===== config.mk =====
export PLATFORM = sky130hd
export DESIGN_NAME = mem_dma_arbiter
export DESIGN_NICKNAME = d
export VERILOG_FILES = /design/src/rtl/mem_dma_arbiter.sv
export SDC_FILE = /design/constraint.sdc
export NUM_CORES = 1
export LEC_CHECK = 0
export BUFFER_PORTS_ARGS = -buffer_cell sky130_fd_sc_hd__buf_2
export CORE_MARGIN = 2
export CORE_UTILIZATION = 50
export CTS_CLUSTER_DIAMETER = 120
export DETAILED_ROUTE_END_ITERATION = 10
export HOLD_SLACK_MARGIN = 0.1
export PLACE_DENSITY_LB_ADDON = 0.15
export SYNTH_ARGS = -nofsm -noshare
export SYNTH_HDL_FRONTEND = slang
export SYNTH_SLANG_ARGS = --single-unit

===== constraint.sdc =====
create_clock -name i_clk -period 3.5 [get_ports i_clk]
set_clock_uncertainty 0.2 [all_clocks]
set_input_delay 0.7 -clock i_clk [delete_from_list [all_inputs] [get_ports i_clk]]
set_output_delay 0.7 -clock i_clk [all_outputs]
set_load 0.005 [all_outputs]

===== src/rtl/mem_dma_arbiter.sv =====
// rtl/mem_dma_arbiter.sv - 6502/BRAM port arbiter with a page-copy DMA engine stalling the core via READY
module mem_dma_arbiter #(
    parameter logic [15:0] TRIG_ADDR = 16'h4014,
    parameter logic [15:0] DST_BASE  = 16'h0300,
    parameter int          LEN       = 256
) (
    input  logic        i_clk,
    input  logic        i_rst_n,
    input  logic [15:0] i_cpu_addr,
    input  logic [7:0]  i_cpu_dout,
    input  logic        i_cpu_rw,
    output logic        o_cpu_ready,
    input  logic [7:0]  i_mem_din,
    output logic [15:0] o_mem_addr,
    output logic [7:0]  o_mem_dout,
    output logic        o_mem_rw,
    output logic        o_busy,
    output logic        o_done
);

    typedef enum logic [2:0] {
        S_IDLE,
        S_HALT,
        S_READ,
        S_WRITE,
        S_DONE
    } state_t;

    localparam logic [7:0] LAST_INDEX = 8'(LEN - 1);

    state_t     state;
    logic [7:0] index;
    logic [7:0] page;
    logic       grant;

    // Outputs are registered on entry to the state they belong to.
    always_ff @(posedge i_clk or negedge i_rst_n) begin
        if (!i_rst_n) begin
            state       <= S_IDLE;
            index       <= 8'h00;
            page        <= 8'h00;
            grant       <= 1'b0;
            o_cpu_ready <= 1'b1;
            o_busy      <= 1'b0;
            o_done      <= 1'b0;
        end else begin
            o_done <= 1'b0;
            case (state)
                S_IDLE: begin
                    if (!i_cpu_rw && i_cpu_addr == TRIG_ADDR) begin
                        page        <= i_cpu_dout;
                        state       <= S_HALT;
                        o_cpu_ready <= 1'b0;
                        o_busy      <= 1'b1;
                    end
                end
                // Core ignores READY on writes; only a read cycle proves it is frozen.
                S_HALT: begin
                    if (i_cpu_rw) begin
                        state <= S_READ;
                        grant <= 1'b1;
                    end
                end
                S_READ: begin
                    state <= S_WRITE;
                end
                S_WRITE: begin
                    if (index == LAST_INDEX) begin
                        state       <= S_DONE;
                        grant       <= 1'b0;
                        index       <= 8'h00;
                        o_cpu_ready <= 1'b1;
                        o_busy      <= 1'b0;
                        o_done      <= 1'b1;
                    end else begin
                        index <= index + 8'd1;
                        state <= S_READ;
                    end
                end
                S_DONE: begin
                    state <= S_IDLE;
                end
                default: begin
                    state       <= S_IDLE;
                    grant       <= 1'b0;
                    index       <= 8'h00;
                    o_cpu_ready <= 1'b1;
                    o_busy      <= 1'b0;
                end
            endcase
        end
    end

    // Write data comes straight from the BRAM read issued in the preceding READ cycle.
    always_comb begin
        o_mem_addr = i_cpu_addr;
        o_mem_dout = i_cpu_dout;
        o_mem_rw   = i_cpu_rw;
        if (grant) begin
            o_mem_dout = i_mem_din;
            if (state == S_WRITE) begin
                o_mem_addr = DST_BASE + {8'h00, index};
                o_mem_rw   = 1'b0;
            end else begin
                o_mem_addr = {page, index};
                o_mem_rw   = 1'b1;
            end
        end
    end

endmodule

# ---- Yosys cells after proc, flatten, opt, wreduce, memory -nomap -nowiden
# Cells that the tools add are included.
dict set report totals {
  reg_bits 23
  latch_bits 0
  ram_bits 0
  romBits 0
  in_bits 35
  out_inout_bits 28
  word_cells 51
  mem_count 0
}
dict set report op_classes {
  add_sub_neg 2
  mul 0
  n_div 0
  order_cmp 0
  n_eq_ne 9
  shifts 0
  muxes 21
  n_bitwise 2
  n_reduce_logical 10
}
# operator n
set ops {}
lappend ops {{16-bit two-way mux} 2}
lappend ops {{16-bit by 15-bit == test with 1-bit output (second input constant)} 1}
lappend ops {{8-bit two-way mux} 2}
lappend ops {{8-bit case mux with 2 select lines} 1}
lappend ops {{3-bit case mux with 4 select lines} 1}
lappend ops {{10-bit by 8-bit adder with 11-bit output (first input constant)} 1}
lappend ops {{1-bit two-way mux} 9}
lappend ops {{3-bit two-way mux} 3}
lappend ops {{1-bit case mux with 3 select lines} 3}
lappend ops {{8-bit by 1-bit adder with 8-bit output (second input constant)} 1}
lappend ops {{8-bit == test (second input constant)} 1}
lappend ops {{3-bit by 2-bit == test with 1-bit output (second input constant)} 2}
lappend ops {{2-bit inequality test (second input constant)} 3}
lappend ops {{3-bit AND reduction} 2}
lappend ops {{3-bit OR reduction} 2}
lappend ops {{2-bit AND reduction} 2}
lappend ops {{4-bit OR reduction} 1}
lappend ops {{3-bit by 1-bit == test with 1-bit output (second input constant)} 1}
lappend ops {{3-bit == test (second input constant)} 1}
lappend ops {{3-bit logical NOT} 1}
lappend ops {{1-bit NOT} 2}
lappend ops {{1-bit logical AND} 1}
lappend ops {{1-bit logical NOT} 1}

# ---- Depth between registers and ports, before layout
# Gate-level depths: netlist of run 1.
dict set report logic_depth {
  depth_word 4
  ltp_mapped 6
  ltp_nobuf 5
}

# ---- Worst setup path before layout of run 1
# No wires, ideal clock.
dict set report synth_path {
  kind {register to output}
  start {register grant}
  end {output port o_mem_addr[0]}
  t_arrival_ns 1.295
  t_required_ns 2.600
  slack_ns 1.305
  path_stages_with_launch 4
  path_buffers 2
  path_cell_list {dfrtp_1 clkbuf_1 buf_1 mux2_2}
}
dict set report synth_between {
  elab_chain_cells 1
}
# item line_no
set synth_rtl {}
lappend synth_rtl {{from (decl)} 34} ;# logic grant;
lappend synth_rtl {{from (signal assigned)} 42} ;# grant <= 1'b0;
lappend synth_rtl {{from (signal assigned)} 61} ;# grant <= 1'b1;
lappend synth_rtl {{from (signal assigned)} 70} ;# grant <= 1'b0;
lappend synth_rtl {{16-bit two-way mux} 99} ;# if (grant) begin
lappend synth_rtl {{to (decl)} 14} ;# output logic [15:0] o_mem_addr,
# No other way between the ends.

# ---- Final worst setup path of run 1
dict set report layout_path {
  start {register state[2]}
  end {output port o_mem_addr[12]}
}
dict set report layout_between {
  elab_chain_cells 3
}
# item line_no
set layout_rtl {}
lappend layout_rtl {{from (decl)} 31} ;# state_t state;
lappend layout_rtl {{from (signal assigned)} 39} ;# state <= S_IDLE;
lappend layout_rtl {{from (signal assigned)} 52} ;# state <= S_HALT;
lappend layout_rtl {{from (signal assigned)} 60} ;# state <= S_READ;
lappend layout_rtl {{3-bit by 2-bit == test with 1-bit output} 101} ;# if (state == S_WRITE) begin
lappend layout_rtl {{16-bit two-way mux} 101}
lappend layout_rtl {{16-bit two-way mux} 99}
# No other way between the ends.

==> results of run 1 <==
==> sequential cells by signal, summed over array words and instances (netlist names) <==
name         flops
index            8
page             8
state            3
grant            1
o_busy           1
o_cpu_ready      1
o_done           1
==> per-stage QoR <==
| step | cells | utilization (%) |
|---|---|---|
| after floorplan | 148 | - |
| after global placement | 232 | 63.4 |
| after detailed placement | 232 | 63.4 |
| after CTS | 236 | 64.4 |
| after global routing | 236 | 64.4 |
| final | 236 | 64.4 |
==> layout by cell type (no fill, tap or decap), drive strengths merged, types with 2 or more instances in the layout <==
cell type	n
buf	63
mux2	25
dfrtp	22
o21ai	15
nor2	12
nand3	10
nand2	9
a21oi	8
inv	7
nor3	4
clkbuf	4
nor4b	2
nand2b	2
and3	2
a31oi	2
==> layout make-up <==
cell class | instances | area (um2) | share of cell area, %
Inverter | 7 | 26.3 | 1.51
Sequential cell | 23 | 577 | 33.1
Timing Repair Buffer | 63 | 318 | 18.2
Tap cell | 31 | 38.8 | 2.22
Multi-Input combinational cell | 108 | 758 | 43.5
Clock buffer | 4 | 26.3 | 1.51
==> kinds of logic (layout without fill, tap and decap cells) <==
logic type	count (synthesis)	count (layout)	share of synthesized area, %
flops	23	23	40.9
fa+ha+maj	2	2	1.60
compound gates	31	31	12.7
simple gates	49	49	18.9
xor+xnor	1	1	0.622
mux	25	25	20.0
buf+inv	17	74	5.24
==> worst max-delay path by stage <==
stage / start / endpoint / slack, ns / cells after the start
after CTS: state[2] / o_mem_addr[12] / 0.79 / 4
after global routing: state[0] / o_mem_addr[8] / 0.60 / 5
after detailed placement: i_cpu_addr[13] / page[5] / 0.99 / 5
after global placement: i_cpu_addr[13] / page[7] / 1.0 / 5
after floorplan: grant / o_mem_addr[0] / 1.30 / 3
final: state[2] / o_mem_addr[12] / 0.81 / 4
==> per-layer routing <==
metal / global-route usage, % / vias up / wire length, um
li1: - / 648 / -
met1: 27.9 / 619 / 1500
met2: 36.3 / 51 / 1660
met3: 2.95 / 4 / 193
met4: 5.98 / 0 / 25
met5: 0 / - / 0
==> where the power goes <==
part           internal, W  switching [W]
clock            0.0000445      0.0000822
combinational     0.000136       0.000174
sequential        0.000298      0.0000454
==> metrics.log, run 1 <==
INFO  metric result_of_the_run = completed
INFO  metric seq_area_frac_synth = 40.9%
INFO  metric yosys.area.top_type_share = 39.1%
INFO  metric pwr_density_cell = 448 nW/um2
INFO  metric width_of_the_chip = 57.1 um
INFO  metric floorplan.die.height = 57.1 um
INFO  metric route.detailed.drc = 0
INFO  metric firstDrtPassIters = 4
INFO  metric total_power = 0.000781 W
INFO  metric path_buf_inv = 1
INFO  metric clk_pin_slew_worst_paths = 0.13 ns
INFO  metric r2r_start = state[2]
INFO  metric buffer_ports.inserted = 62
INFO  metric placementRows = 19
INFO  metric worst-endpoint-required = 2.60 ns
INFO  metric worst_r2r_path_depth = 4
INFO  metric routedWlPerCell = 14.3 um
INFO  metric track_usage = 21.1%
INFO  metric synth.cell_area = 1410 um2
INFO  metric ys_top_cells_by_area = dfrtp_1 39%, mux2_2 20%, o21ai_0 5.3%, nand3_1 3.6%, nor2_1 3.2%
INFO  metric count_of_buffers_added_by_post_cts_timing_repair_for_setup = 0
INFO  metric cts-resized-gates = 0
INFO  metric synth.avg_cell_area = 9.52 um2
INFO  metric grt_start_max_net_pins = 36
INFO  metric floorplan.core_area = 2710 um2
INFO  metric synth_top_flop_cell = dfrtp_1
INFO  metric timing.final.ws_setup = 0.807 ns
INFO  metric final_hold_viol_count = 0
INFO  metric die_area = 3260 um2
INFO  metric via_per_inst = 5.60
INFO  metric power.static_leakage = 0.868 nW
INFO  metric cts_inserted_buffers = 3
INFO  metric timing.final.max_slew_violations = 0
INFO  metric wirelength = 3.38 mm
INFO  metric max_cap_violations = 0
INFO  metric synth_commonest_cells = 25 x mux2_2, 22 x dfrtp_1, 15 x o21ai_0
INFO  metric reg2reg_slack = 1.26 ns
INFO  metric synth_edf_count = 0
INFO  metric clkLatencyLatePin = 0.31 ns
INFO  metric n_fill_cell = 232
INFO  metric place_ws = 0.985 ns
INFO  metric area_delta_synth_final = 23.8%
INFO  metric critPathArrivalTime = 1.79 ns
INFO  metric grt-ovfl-total = 0
INFO  metric worst_vdd_rail_ir_drop = 356 uV
INFO  metric antennaDiodeCount = 0
INFO  metric non_filler_cell_area_final = 1740 um2
INFO  metric route.vias.total = 1322
INFO  metric max-slew-margin-rel = 58.9%
INFO  metric cts_sinks = 23
INFO  metric post_route_cells_drive_above_1_share = 46.3%
INFO  metric timing.final.crit_period = 2.69 ns
INFO  metric boundaryPins = 63
INFO  metric detailed_place_hpwl = 2.58 mm
INFO  metric initial_utilization = 52.0%
INFO  metric cts_tree = done
INFO  metric timing.setup.critical_path_class = register to output pin
INFO  metric r2r_end = index[5]
INFO  metric antenna_left = 0
INFO  metric critical_path.max_stage_delay = 0.52 ns
INFO  metric detail_route.iter0.violations = 32
INFO  metric setup.worst_path.end_class = output pin
INFO  metric first_global_vias = 1177
INFO  metric setup_repair_after_global_routing_missed_its_margin = no
INFO  metric global_route_wire_length_before_repair = 5.44 mm
INFO  metric mappedNetlistNets = 184
INFO  metric grt_antenna_before_repair = 0
INFO  metric critPathSlowestCell = nand3b_1
INFO  metric synthesis.instances = 148
INFO  metric most_used_standard_cell_by_instance_count_after_synthesis = mux2_2
INFO  metric max-clock-path-buffers = 2
INFO  metric cp_top_family = simple AND/OR/NAND/NOR gates
INFO  metric hold-worst-slack = 0.140 ns
INFO  metric setup.worst_path.start_class = register
INFO  metric max_clock_freq = 0.371 GHz
INFO  metric tns = 0 ns
INFO  metric globalplace.congestion = 0.794
INFO  metric post-synth-top-area-cell = dfrtp_1
INFO  metric crit_path_max_fanout = 13
INFO  metric post_dp_cell_area = 1720 um2
INFO  metric postCtsHoldBufs = 0
INFO  metric final_nets = 242
INFO  metric ys.warnings.count = 0
INFO  metric timing.critical_path.cells = nand3b_1 -> nand3_1 -> o21ai_0 -> buf_2
INFO  metric synth_seq_cells = 23
INFO  metric worst-slew-pin-transition = 0.609 ns
INFO  metric finalCritPeriodShare = 76.9%
INFO  metric cell_at_the_root_of_the_clock_tree = clkbuf_4
INFO  metric classification_of_the_worst_slack_hold_path = primary input to asynchronous set/reset pin
INFO  metric htree_levels = 1
INFO  metric synthArstFlopShare = 100%
INFO  metric timing.final.setup_violations = 0
INFO  metric synth_cell_types = 36
Note: power is estimated with default switching activity, not from simulation.
==> inputs of run 2 (changes only) <==
--- a/config.mk
+++ b/config.mk
@@ -7,7 +7,7 @@
 export LEC_CHECK = 0
 export BUFFER_PORTS_ARGS = -buffer_cell sky130_fd_sc_hd__buf_2
 export CORE_MARGIN = 2
-export CORE_UTILIZATION = 50
+export CORE_UTILIZATION = 47
 export CTS_CLUSTER_DIAMETER = 120
 export DETAILED_ROUTE_END_ITERATION = 10
 export HOLD_SLACK_MARGIN = 0.1
==> constraint.sdc (replaced) <==
create_clock -name i_clk -period 2.5 [get_ports i_clk]
set_clock_uncertainty 0.2 [all_clocks]
set_input_delay 0.5 -clock i_clk [delete_from_list [all_inputs] [get_ports i_clk]]
set_output_delay 0.5 -clock i_clk [all_outputs]
set_load 0.005 [all_outputs]
==> metrics.log, run 2 (synthesized netlist as in run 1, its figures left out) <==
INFO  metric setup.worst_path.start_class = register
INFO  metric max_cap_violations = 0 (unchanged)
INFO  metric worst_r2r_path_depth = 3 (-1)
INFO  metric max_clock_freq = 0.433 GHz
INFO  metric cts_tree = done
INFO  metric antenna_left = 0 (unchanged)
INFO  metric floorplan.core_area = 2810 um2 (+3.5%)
INFO  metric setup_repair_after_global_routing_missed_its_margin = no
INFO  metric firstDrtPassIters = 7 (+3)
INFO  metric setup.worst_path.end_class = output pin
INFO  metric routedWlPerCell = 14.0 um (-2.2%)
INFO  metric hold-worst-slack = 0.229 ns (+0.0897 ns)
INFO  metric layout.cells.non_filler = 243 (+3.0%)
INFO  metric grt_antenna_before_repair = 0 (unchanged)
INFO  metric finalCritPeriodShare = 92.4%
INFO  metric htree_levels = 1 (unchanged)
INFO  metric tns = 0 ns (unchanged)
INFO  metric floorplan.die.height = 58.8 um (+2.9%)
INFO  metric r2r_end = page[5]
INFO  metric classification_of_the_worst_slack_hold_path = primary input to register
INFO  metric worst_vdd_rail_ir_drop = 431 uV (+21%)
INFO  metric globalplace.congestion = 0.814 (+2.5%)
INFO  metric timing.final.setup_violations = 0 (unchanged)
INFO  metric first_global_vias = 1218 (+3.5%)
INFO  metric cts_sinks = 23 (unchanged)
INFO  metric cts-resized-gates = 0 (unchanged)
INFO  metric area.sequential = 577 um2 (unchanged)
INFO  metric post_route_cells_drive_above_1_share = 47.6% (+1.3 points)
INFO  metric final_hold_viol_count = 0 (unchanged)
INFO  metric worst-endpoint-required = 1.80 ns (-0.80 ns)
INFO  metric antennaDiodeCount = 0 (unchanged)
INFO  metric crit_path_max_fanout = 28 (+15)
INFO  metric width_of_the_chip = 58.8 um (+2.9%)
INFO  metric cts_inserted_buffers = 3 (unchanged)
INFO  metric area_delta_synth_final = 28.6%
INFO  metric reg2reg_slack = 0.43 ns (-0.83 ns)
INFO  metric result_of_the_run = complete, but fails checks
INFO  metric via_per_inst = 5.44 (-2.9%)
INFO  metric critPathArrivalTime = 1.61 ns (-0.18 ns)
INFO  metric n_fill_cell = 257 (+11%)
INFO  metric largest_registers_in_the_final_layout = index x8, page x8, state x3
INFO  metric max-slew-margin-rel = 65.0% (+6.1 points)
INFO  metric cell_at_the_root_of_the_clock_tree = clkbuf_4
INFO  metric most_common_library_cell_in_the_layout_ignoring_fill_and_taps = buf_2
INFO  metric setup.worst_path.start = grant
INFO  metric r2r_start = state[2]
INFO  metric timing.final.max_slew_violations = 0 (unchanged)
INFO  metric failing_checks = DRC
INFO  metric initial_utilization = 50.2% (-1.8 points)
INFO  metric timing.final.crit_period = 2.31 ns
INFO  metric timing.critical_path.to = o_mem_dout[5]
INFO  metric max-clock-path-buffers = 2 (unchanged)
INFO  metric multi_input_area = 758 um2 (unchanged)
INFO  metric clk_pin_slew_worst_paths = 0.12 ns (about the same)
INFO  metric clkLatencyLatePin = 0.31 ns (about the same)
INFO  metric track_usage = 21.0% (-0.14 points)
INFO  metric buffer_ports.inserted = 62 (unchanged)
INFO  metric pwr_density_cell = 647 nW/um2 (+44%)
INFO  metric placementRows = 19 (unchanged)
INFO  metric grt_start_max_net_pins = 29 (-19%)
INFO  metric wirelength = 3.40 mm (+0.74%)
INFO  metric top_library_cells_by_usage_in_the_layout_fill_and_taps_aside = 62 x buf_2, 25 x mux2_2, 22 x dfrtp_1
INFO  metric worst-slew-pin-transition = 0.525 ns (-0.0837 ns)
INFO  metric route.vias.total = 1322 (unchanged)
INFO  metric placedCellCount = 234 (+0.86%)
INFO  metric power.static_leakage = 0.904 nW (+4.1%)
INFO  metric die_area = 3450 um2 (+5.9%)
INFO  metric final_nets = 249 (+2.9%)
INFO  metric timing.setup.critical_path_class = register to output pin
INFO  metric route.detailed.drc = 3 (+3)
INFO  metric global_route_wire_length_before_repair = 5.60 mm (+2.8%)
INFO  metric detail_route.iter0.violations = 42 (+31%)
INFO  metric boundaryPins = 63 (unchanged)
INFO  metric detailed_place_hpwl = 2.62 mm (+1.5%)
INFO  metric grt-ovfl-total = 0 (unchanged)
[run 2: cell type report]
| type | count | area share, % |
|---|---|---|
| multi-input combinational | 108 | 41.9 |
| sequential | 23 | 31.8 |
| timing repair buffer | 70 | 21.3 |
| tap | 31 | 2.14 |
| clock buffer | 4 | 1.45 |
| inverter | 7 | 1.45 |
[run 2: worst min path at each step]
stage                  startpoint      end  slack (ns)  cells past startpoint
floorplan                 i_rst_n    grant       0.004                      0
global placement          page[4]  page[4]        0.29                      1
detailed placement        page[7]  page[7]        0.30                      1
CTS                 i_cpu_dout[0]  page[0]        0.22                      2
global route        i_cpu_dout[0]  page[0]        0.21                      2
finish              i_cpu_dout[4]  page[4]        0.23                      2
[run 2: worst max-delay path, stage by stage, from the launching register on]
cell and delay, ns:
dfrtp_1 0.60, buf_12 0.22, mux2_2 0.34, buf_2 0.13
[run 2: through the flow]
stage          worst slack (ns)  util, %  cell area, um2  power, W
2_1_floorplan             0.505        -            1410  0.000770
3_3_place_gp              0.233     62.2            1750  0.000939
3_5_place_dp              0.226     62.2            1750  0.000955
4_1_cts                   0.181     64.6            1810   0.00118
5_1_grt                  0.0473     64.6            1810   0.00126
6_report                  0.191     64.6            1810   0.00117
[run 2: timing repair]
item	CTS	global route
hold buffers	1	0
buffers inserted	4	0
setup endpoints to repair	3	0
hold endpoints to repair	22	0
[run 2: per-layer routing]
metal	share of wire (%)	wire [um]	GRT usage [%]
met1	42	1420	28.1
met2	51	1740	34.8
met3	6.7	227	3.52
met4	0.41	14	6.49
met5	0	0	0
[run 2: report_power, final]
part	switching (W)	leakage, nW	internal (W)
Combinational	0.000254	0.584	0.000258
Sequential	0.0000698	0.305	0.000418
Clock	0.000110	0.0150	0.0000622
Total	0.000433	0.904	0.000738
